==> src/rtl/qk_inst_sequencer.sv <==
// rtl/qk_inst_sequencer.sv - fullchip instruction stream sequencer for one attention pass
module qk_inst_sequencer #(
  parameter int total_cycle = 8,
  parameter int col         = 8,
  parameter int pr          = 16,
  parameter int bw          = 8,
  parameter int addr_bw     = 4,
  parameter int idle_gap    = 10
) (
  input  logic                   clk,
  input  logic                   reset,
  input  logic                   start,
  input  logic                   skip_kload,
  input  logic [pr*bw-1:0]       in_data,
  input  logic                   in_valid,
  output logic                   in_ready,
  output logic [pr*bw-1:0]       mem_in,
  output logic [2*addr_bw+8:0]   inst,
  output logic                   acc,
  output logic                   div,
  output logic                   wr_norm,
  output logic                   fifo_ext_rd,
  output logic                   busy,
  output logic                   done
);

  // Phase counter is wide enough for the longest phase (NORM = 2*total_cycle).
  localparam int CW = 16;
  localparam logic [CW-1:0] TC_LAST   = CW'(total_cycle - 1);
  localparam logic [CW-1:0] TC_FULL   = CW'(total_cycle);
  localparam logic [CW-1:0] COL_LAST  = CW'(col - 1);
  localparam logic [CW-1:0] COL_FULL  = CW'(col);
  localparam logic [CW-1:0] LOAD_LAST = CW'(col + 1);
  localparam logic [CW-1:0] GAP_LAST  = CW'(idle_gap - 1);
  localparam logic [CW-1:0] NORM_LAST = CW'(2 * total_cycle - 1);
  localparam logic [CW-1:0] ONE       = CW'(1);

  typedef enum logic [3:0] {
    S_IDLE, S_QWR, S_KWR, S_GAP_K, S_LOAD, S_GAP_E,
    S_EXEC, S_GAP_O, S_OFRD, S_NACC, S_NORM, S_DONE
  } state_t;

  state_t              state_q, state_d;
  logic [CW-1:0]       cnt_q, cnt_d;
  logic                skip_q, skip_d;
  logic [pr*bw-1:0]    mem_in_q, mem_in_d;
  logic [addr_bw-1:0]  qk_add_q, qk_add_d;
  logic [addr_bw-1:0]  pmem_add_q, pmem_add_d;
  logic                ofifo_rd_q, ofifo_rd_d;
  logic                execute_q, execute_d;
  logic                load_q, load_d;
  logic                qmem_rd_q, qmem_rd_d;
  logic                qmem_wr_q, qmem_wr_d;
  logic                kmem_rd_q, kmem_rd_d;
  logic                kmem_wr_q, kmem_wr_d;
  logic                pmem_rd_q, pmem_rd_d;
  logic                pmem_wr_q, pmem_wr_d;
  logic                acc_q, acc_d;
  logic                div_q, div_d;
  logic                wr_norm_q, wr_norm_d;
  logic                fifo_ext_rd_q, fifo_ext_rd_d;
  logic                busy_q, busy_d;
  logic                done_q, done_d;
  logic                beat;

  assign in_ready = (state_q == S_QWR) || (state_q == S_KWR);
  assign beat     = in_ready && in_valid;

  // Phase sequencing: each state runs for a fixed cycle count, host phases advance per beat.
  always_comb begin
    state_d = state_q;
    cnt_d   = cnt_q;
    skip_d  = skip_q;
    case (state_q)
      S_IDLE: begin
        if (start) begin
          skip_d  = skip_kload;
          state_d = S_QWR;
          cnt_d   = '0;
        end
      end
      S_QWR: begin
        if (beat) begin
          if (cnt_q == TC_LAST) begin
            state_d = skip_q ? S_GAP_E : S_KWR;
            cnt_d   = '0;
          end else begin
            cnt_d = cnt_q + ONE;
          end
        end
      end
      S_KWR: begin
        if (beat) begin
          if (cnt_q == COL_LAST) begin
            state_d = S_GAP_K;
            cnt_d   = '0;
          end else begin
            cnt_d = cnt_q + ONE;
          end
        end
      end
      S_GAP_K: begin
        if (cnt_q == ONE) begin
          state_d = S_LOAD;
          cnt_d   = '0;
        end else begin
          cnt_d = cnt_q + ONE;
        end
      end
      S_LOAD: begin
        if (cnt_q == LOAD_LAST) begin
          state_d = S_GAP_E;
          cnt_d   = '0;
        end else begin
          cnt_d = cnt_q + ONE;
        end
      end
      S_GAP_E: begin
        if (cnt_q == GAP_LAST) begin
          state_d = S_EXEC;
          cnt_d   = '0;
        end else begin
          cnt_d = cnt_q + ONE;
        end
      end
      S_EXEC: begin
        if (cnt_q == TC_LAST) begin
          state_d = S_GAP_O;
          cnt_d   = '0;
        end else begin
          cnt_d = cnt_q + ONE;
        end
      end
      S_GAP_O: begin
        if (cnt_q == GAP_LAST) begin
          state_d = S_OFRD;
          cnt_d   = '0;
        end else begin
          cnt_d = cnt_q + ONE;
        end
      end
      S_OFRD: begin
        if (cnt_q == TC_LAST) begin
          state_d = S_NACC;
          cnt_d   = '0;
        end else begin
          cnt_d = cnt_q + ONE;
        end
      end
      S_NACC: begin
        if (cnt_q == TC_FULL) begin
          state_d = S_NORM;
          cnt_d   = '0;
        end else begin
          cnt_d = cnt_q + ONE;
        end
      end
      S_NORM: begin
        if (cnt_q == NORM_LAST) begin
          state_d = S_DONE;
          cnt_d   = '0;
        end else begin
          cnt_d = cnt_q + ONE;
        end
      end
      S_DONE: begin
        state_d = S_IDLE;
        cnt_d   = '0;
      end
      default: begin
        state_d = S_IDLE;
        cnt_d   = '0;
      end
    endcase
  end

  // Output decode from the upcoming state so controls line up with their phase;
  // host writes are overlaid one cycle after the accepting edge.
  always_comb begin
    mem_in_d      = mem_in_q;
    qk_add_d      = '0;
    pmem_add_d    = '0;
    ofifo_rd_d    = 1'b0;
    execute_d     = 1'b0;
    load_d        = 1'b0;
    qmem_rd_d     = 1'b0;
    qmem_wr_d     = 1'b0;
    kmem_rd_d     = 1'b0;
    kmem_wr_d     = 1'b0;
    pmem_rd_d     = 1'b0;
    pmem_wr_d     = 1'b0;
    acc_d         = 1'b0;
    div_d         = 1'b0;
    wr_norm_d     = 1'b0;
    fifo_ext_rd_d = 1'b0;
    busy_d        = (state_d != S_IDLE);
    done_d        = (state_d == S_DONE);
    case (state_d)
      S_LOAD: begin
        load_d = 1'b1;
        if ((cnt_d >= ONE) && (cnt_d <= COL_FULL)) begin
          kmem_rd_d = 1'b1;
          qk_add_d  = addr_bw'(cnt_d - ONE);
        end
      end
      S_EXEC: begin
        execute_d = 1'b1;
        qmem_rd_d = 1'b1;
        qk_add_d  = addr_bw'(cnt_d);
      end
      S_OFRD: begin
        ofifo_rd_d = 1'b1;
        pmem_wr_d  = 1'b1;
        pmem_add_d = addr_bw'(cnt_d);
      end
      S_NACC: begin
        pmem_rd_d = 1'b1;
        if (cnt_d != '0) begin
          acc_d      = 1'b1;
          pmem_add_d = addr_bw'(cnt_d - ONE);
        end
      end
      S_NORM: begin
        // Even cycles read and divide row r, odd cycles write it back in place.
        pmem_add_d = addr_bw'(cnt_d >> 1);
        if (cnt_d[0] == 1'b0) begin
          pmem_rd_d     = 1'b1;
          div_d         = 1'b1;
          fifo_ext_rd_d = 1'b1;
        end else begin
          pmem_wr_d = 1'b1;
          wr_norm_d = 1'b1;
        end
      end
      default: begin
      end
    endcase
    if (in_ready) begin
      if (beat) begin
        mem_in_d = in_data;
        qk_add_d = addr_bw'(cnt_q);
        if (state_q == S_QWR) begin
          qmem_wr_d = 1'b1;
        end else begin
          kmem_wr_d = 1'b1;
        end
      end else begin
        qk_add_d = qk_add_q;
      end
    end
  end

  // State and registered outputs; reset clears everything including an in-flight write.
  always_ff @(posedge clk) begin
    if (reset) begin
      state_q       <= S_IDLE;
      cnt_q         <= '0;
      skip_q        <= 1'b0;
      mem_in_q      <= '0;
      qk_add_q      <= '0;
      pmem_add_q    <= '0;
      ofifo_rd_q    <= 1'b0;
      execute_q     <= 1'b0;
      load_q        <= 1'b0;
      qmem_rd_q     <= 1'b0;
      qmem_wr_q     <= 1'b0;
      kmem_rd_q     <= 1'b0;
      kmem_wr_q     <= 1'b0;
      pmem_rd_q     <= 1'b0;
      pmem_wr_q     <= 1'b0;
      acc_q         <= 1'b0;
      div_q         <= 1'b0;
      wr_norm_q     <= 1'b0;
      fifo_ext_rd_q <= 1'b0;
      busy_q        <= 1'b0;
      done_q        <= 1'b0;
    end else begin
      state_q       <= state_d;
      cnt_q         <= cnt_d;
      skip_q        <= skip_d;
      mem_in_q      <= mem_in_d;
      qk_add_q      <= qk_add_d;
      pmem_add_q    <= pmem_add_d;
      ofifo_rd_q    <= ofifo_rd_d;
      execute_q     <= execute_d;
      load_q        <= load_d;
      qmem_rd_q     <= qmem_rd_d;
      qmem_wr_q     <= qmem_wr_d;
      kmem_rd_q     <= kmem_rd_d;
      kmem_wr_q     <= kmem_wr_d;
      pmem_rd_q     <= pmem_rd_d;
      pmem_wr_q     <= pmem_wr_d;
      acc_q         <= acc_d;
      div_q         <= div_d;
      wr_norm_q     <= wr_norm_d;
      fifo_ext_rd_q <= fifo_ext_rd_d;
      busy_q        <= busy_d;
      done_q        <= done_d;
    end
  end

  assign mem_in      = mem_in_q;
  assign inst        = {ofifo_rd_q, qk_add_q, pmem_add_q, execute_q, load_q, qmem_rd_q,
                        qmem_wr_q, kmem_rd_q, kmem_wr_q, pmem_rd_q, pmem_wr_q};
  assign acc         = acc_q;
  assign div         = div_q;
  assign wr_norm     = wr_norm_q;
  assign fifo_ext_rd = fifo_ext_rd_q;
  assign busy        = busy_q;
  assign done        = done_q;

endmodule
==> config.mk <==
export PLATFORM = sky130hd
export DESIGN_NAME = qk_inst_sequencer
export DESIGN_NICKNAME = d
export VERILOG_FILES = /design/src/rtl/qk_inst_sequencer.sv
export SDC_FILE = /design/constraint.sdc
export NUM_CORES = 1
export LEC_CHECK = 0
export ABC_AREA = 1
export CAP_MARGIN = 0
export CORE_MARGIN = 5
export CORE_UTILIZATION = 35
export CTS_BUF_LIST = sky130_fd_sc_hd__clkbuf_4 sky130_fd_sc_hd__clkbuf_8 sky130_fd_sc_hd__clkbuf_16
export CTS_CLUSTER_DIAMETER = 40
export DETAILED_ROUTE_END_ITERATION = 6
export GPL_TIMING_DRIVEN = 0
export PLACE_DENSITY = 0.66
export RECOVER_POWER = 25
export SYNTH_ARGS = -nofsm -noshare
export SYNTH_HDL_FRONTEND = slang
export SYNTH_SLANG_ARGS = --single-unit
export TNS_END_PERCENT = 20
==> constraint.sdc <==
create_clock -name clk -period 6.9 [get_ports clk]
set_clock_uncertainty 0.05 [all_clocks]
set_input_delay 1.38 -clock clk [delete_from_list [all_inputs] [get_ports clk]]
set_output_delay 1.38 -clock clk [all_outputs]
set_load 0.02 [all_outputs]
==> impl_metrics.py <==
metrics = {
    "run_status": {
        "status": "finished, final reports clean",
    },
    "logic_synthesis": {
        "synth-edff-count": 0,
        "ys.warnings.count": 0,
        "post-synth-top-area-cell": "dfxtp_1",
        "syn_inst": 1046,
        "synth_cell_types": 34,
        "ys_seq_area_share_pct": 46.3,
        "syn-cell-area_mm2": 0.00735,
        "syn_nets": 1185,
        "avgSynthCellArea_um2": 7.03,
        "ys_async_sr_fraction_pct": 0,
        "synthTopCellsByArea": "dfxtp_1 46%, nor2_1 17%, o21ai_0 9.7%, nand2_1 5.5%, nand3_1 4.6%",
        "ys_seq_elements": 170,
        "ys.flop_type": "dfxtp_1",
        "synth_top_area_share_pct": 46.3,
        "netlist_top_cells_count": "339 x nor2_1, 170 x dfxtp_1, 143 x o21ai_0",
        "yosysMostFrequentCell": "nor2_1",
    },
    "drt": {
        "ant_nets": 0,
        "post-route-drc-count": 0,
        "wl_per_cell_um": 16.2,
        "drt_first_pass_iters": 5,
        "vias": 7724,
        "wl_mm": 26.5,
        "dr.first_iter.drc_count": 490,
        "vias_per_cell": 4.72,
    },
    "power_and_ir_drop": {
        "p_leak_uw": 0.00459,
        "p_total_uw": 2390,
        "p_per_area_mw_per_mm2": 215,
        "peakVddDrop_mv": 0.152,
    },
    "global_route": {
        "antenna_found_initial": 0,
        "grt-ovfl-total": 0,
        "grt_pass1_wl_mm": 40.6,
        "grt_pass1_vias": 7462,
        "track_usage_pct": 21.5,
        "grt_max_degree": 18,
    },
    "floorplan": {
        "die_area_mm2": 0.0240,
        "fp-row-count": 53,
        "core-area_mm2": 0.0208,
        "die_w_um": 155,
        "initial_core_util_pct": 35.3,
        "ioPinCount": 285,
        "die_y_um": 155,
    },
    "final_layout": {
        "drive_gt1_share_pct": 5.80,
        "n_antenna_cell": 0,
        "nNetsFinal": 1487,
        "fin_area_mm2": 0.0111,
        "syn_to_final_growth_pct": 50.8,
        "fin_util_pct": 53.3,
    },
    "sta": {
        "setup_tns_ps": 0,
        "worst_slew_pin_slew_ps": 699,
        "slew_violations": 0,
        "fin_crit_sh_pct": 60.9,
        "finalSetupViolations": 0,
        "max_slew_margin_pct": 53.4,
        "layout_min_cycle_time_ps": 4200,
        "rsz0062_at_grt": "no",
        "hold_viol": 0,
        "fmax_mhz": 238,
    },
    "clock_network": {
        "cts_buffers": 17,
        "cts_root_buf": "clkbuf_16",
        "htreeDepth": 4,
        "clockBufferDepth": 2,
        "clock_sinks": 170,
        "tritoncts": "built",
        "ctsResizeCount": 0,
        "hold_buffers": 0,
        "clock_latency_ps": 430,
        "cts.reportedPaths.clkPinSlew_ps": 70,
        "post-cts-setup-buffers": 0,
    },
    "setup_path": {
        "cp.arrival_ps": 4470,
        "worstSetupStartpoint": "in_valid",
        "critPathLaunchType": "input port",
        "critPathKind": "input port to register",
        "r2r_start": "state_q[1]",
        "r2r_setup_slack_ps": 3640,
        "critPathMaxFanout": 10,
        "cp_data_required_time_ps": 7170,
        "endpoint_kind": "register",
    },
    "job": {
        "drv_cap": 0,
    },
    "worst_hold_path": {
        "hold_path.class": "register to register",
        "min_from": "mem_in[71]",
    },
    "place": {
        "place_congestion": 0.911,
        "numPortBuffers": 283,
        "dpl.hpwl_mm": 20.9,
        "dpl-instance-area_mm2": 0.0105,
    },
}
-- path summary, 6_finish.rpt --
path | to | cells past startpoint
setup / recovery | qk_add_q[3] | 18
hold / removal | mem_in[71] | 2
setup reg to reg | qk_add_q[3] | 19
hold reg to reg | mem_in[71] | 2
-- worst max-delay path: stages --
cell and delay (ps):
dlygate4sd3_1 630, inv_1 160, a21oi_1 220, clkbuf_1 500
nand2_1 100, nand3_1 90, nand3_1 80, nor2_2 300
ha_1 240, inv_1 50, nor2_1 160, nand2_1 90
nand3_2 100, nor2_4 60, nand2_1 60, nand3_1 110
nand2_1 90, inv_1 50
-- per-layer routing --
layer / vias to the layer above / wire length (µm) / track usage [%]
met5: - / 0 / 0
li1: 3942 / - / -
met2: 281 / 12400 / 35.9
met3: 44 / 2430 / 7.98
met4: 0 / 724 / 7.19
met1: 3457 / 10900 / 25.6
-- placed cells by master, fill, tap and decap left out, drive strengths merged --
| cell type | n |
|---|---|
| nor2 | 355 |
| o21a | 3 |
| xor2 | 7 |
| ha | 6 |
| nand2 | 122 |
| o22ai | 4 |
| clkdlybuf4s50 | 221 |
| buf | 21 |
| a31oi | 1 |
| a21oi | 14 |
| nor4 | 1 |
| dfxtp | 170 |
| nor3 | 4 |
| a41oi | 4 |
| o211ai | 2 |
| bufinv | 1 |
| clkinvlp | 2 |
| clkinv | 8 |
| nand3 | 68 |
| inv | 71 |
| a32oi | 1 |
| o21ai | 144 |
| a21boi | 1 |
| nand4 | 10 |
| dlygate4sd3 | 62 |
| clkbuf | 58 |
-- final cells by class --
type                    count  area (µm²)
clock inverters            14         159
inverters                  68         255
plain buffers              61         280
repair buffers            283        2830
flip-flops and latches    170        3400
clock buffers              18         433
fillers                  2070        9730
well taps                 275         344
multi-input cells         747        3380
-- kinds of logic (layout without fill, tap and decap cells) --
family                   Yosys count  count (layout)  share of synthesized area (%)
AO/OA/AOI/OAI                    174             174                           12.5
XOR/XNOR                           7               7                          0.834
adder cells (fa/ha/maj)            6               6                           1.02
buffers and inverters            129             444                           7.40
flip-flops                       170             170                           46.3
AND/OR/NAND/NOR                  560             560                           32.0
-- through the flow --
| step | setup slack, ps | cells | hold WS [ps] |
|---|---|---|---|
| final | 2700 | 1636 | 426 |
| after global routing | 2490 | 1636 | 452 |
| after CTS | 3080 | 1636 | 437 |
| after detailed placement | 2710 | 1604 | 421 |
| after global placement | 2710 | 1604 | 412 |
| after floorplan | 3870 | 1046 | 415 |
-- report_power, final --
group	leakage, µW	internal [µW]	switching (µW)	total [µW]
Sequential	0.00138	1030	23.3	1050
Clock	0.000288	518	444	962
Combinational	0.00292	178	198	376
Total	0.00459	1720	665	2390
-- registers in the layout, indices dropped and copies added, names as in the netlist, 4 cells and up --
register    cells
state_q         4
qk_add_q        4
mem_in        128
cnt_q          16
pmem_add_q      4
Note: power is estimated with default switching activity, not from simulation.
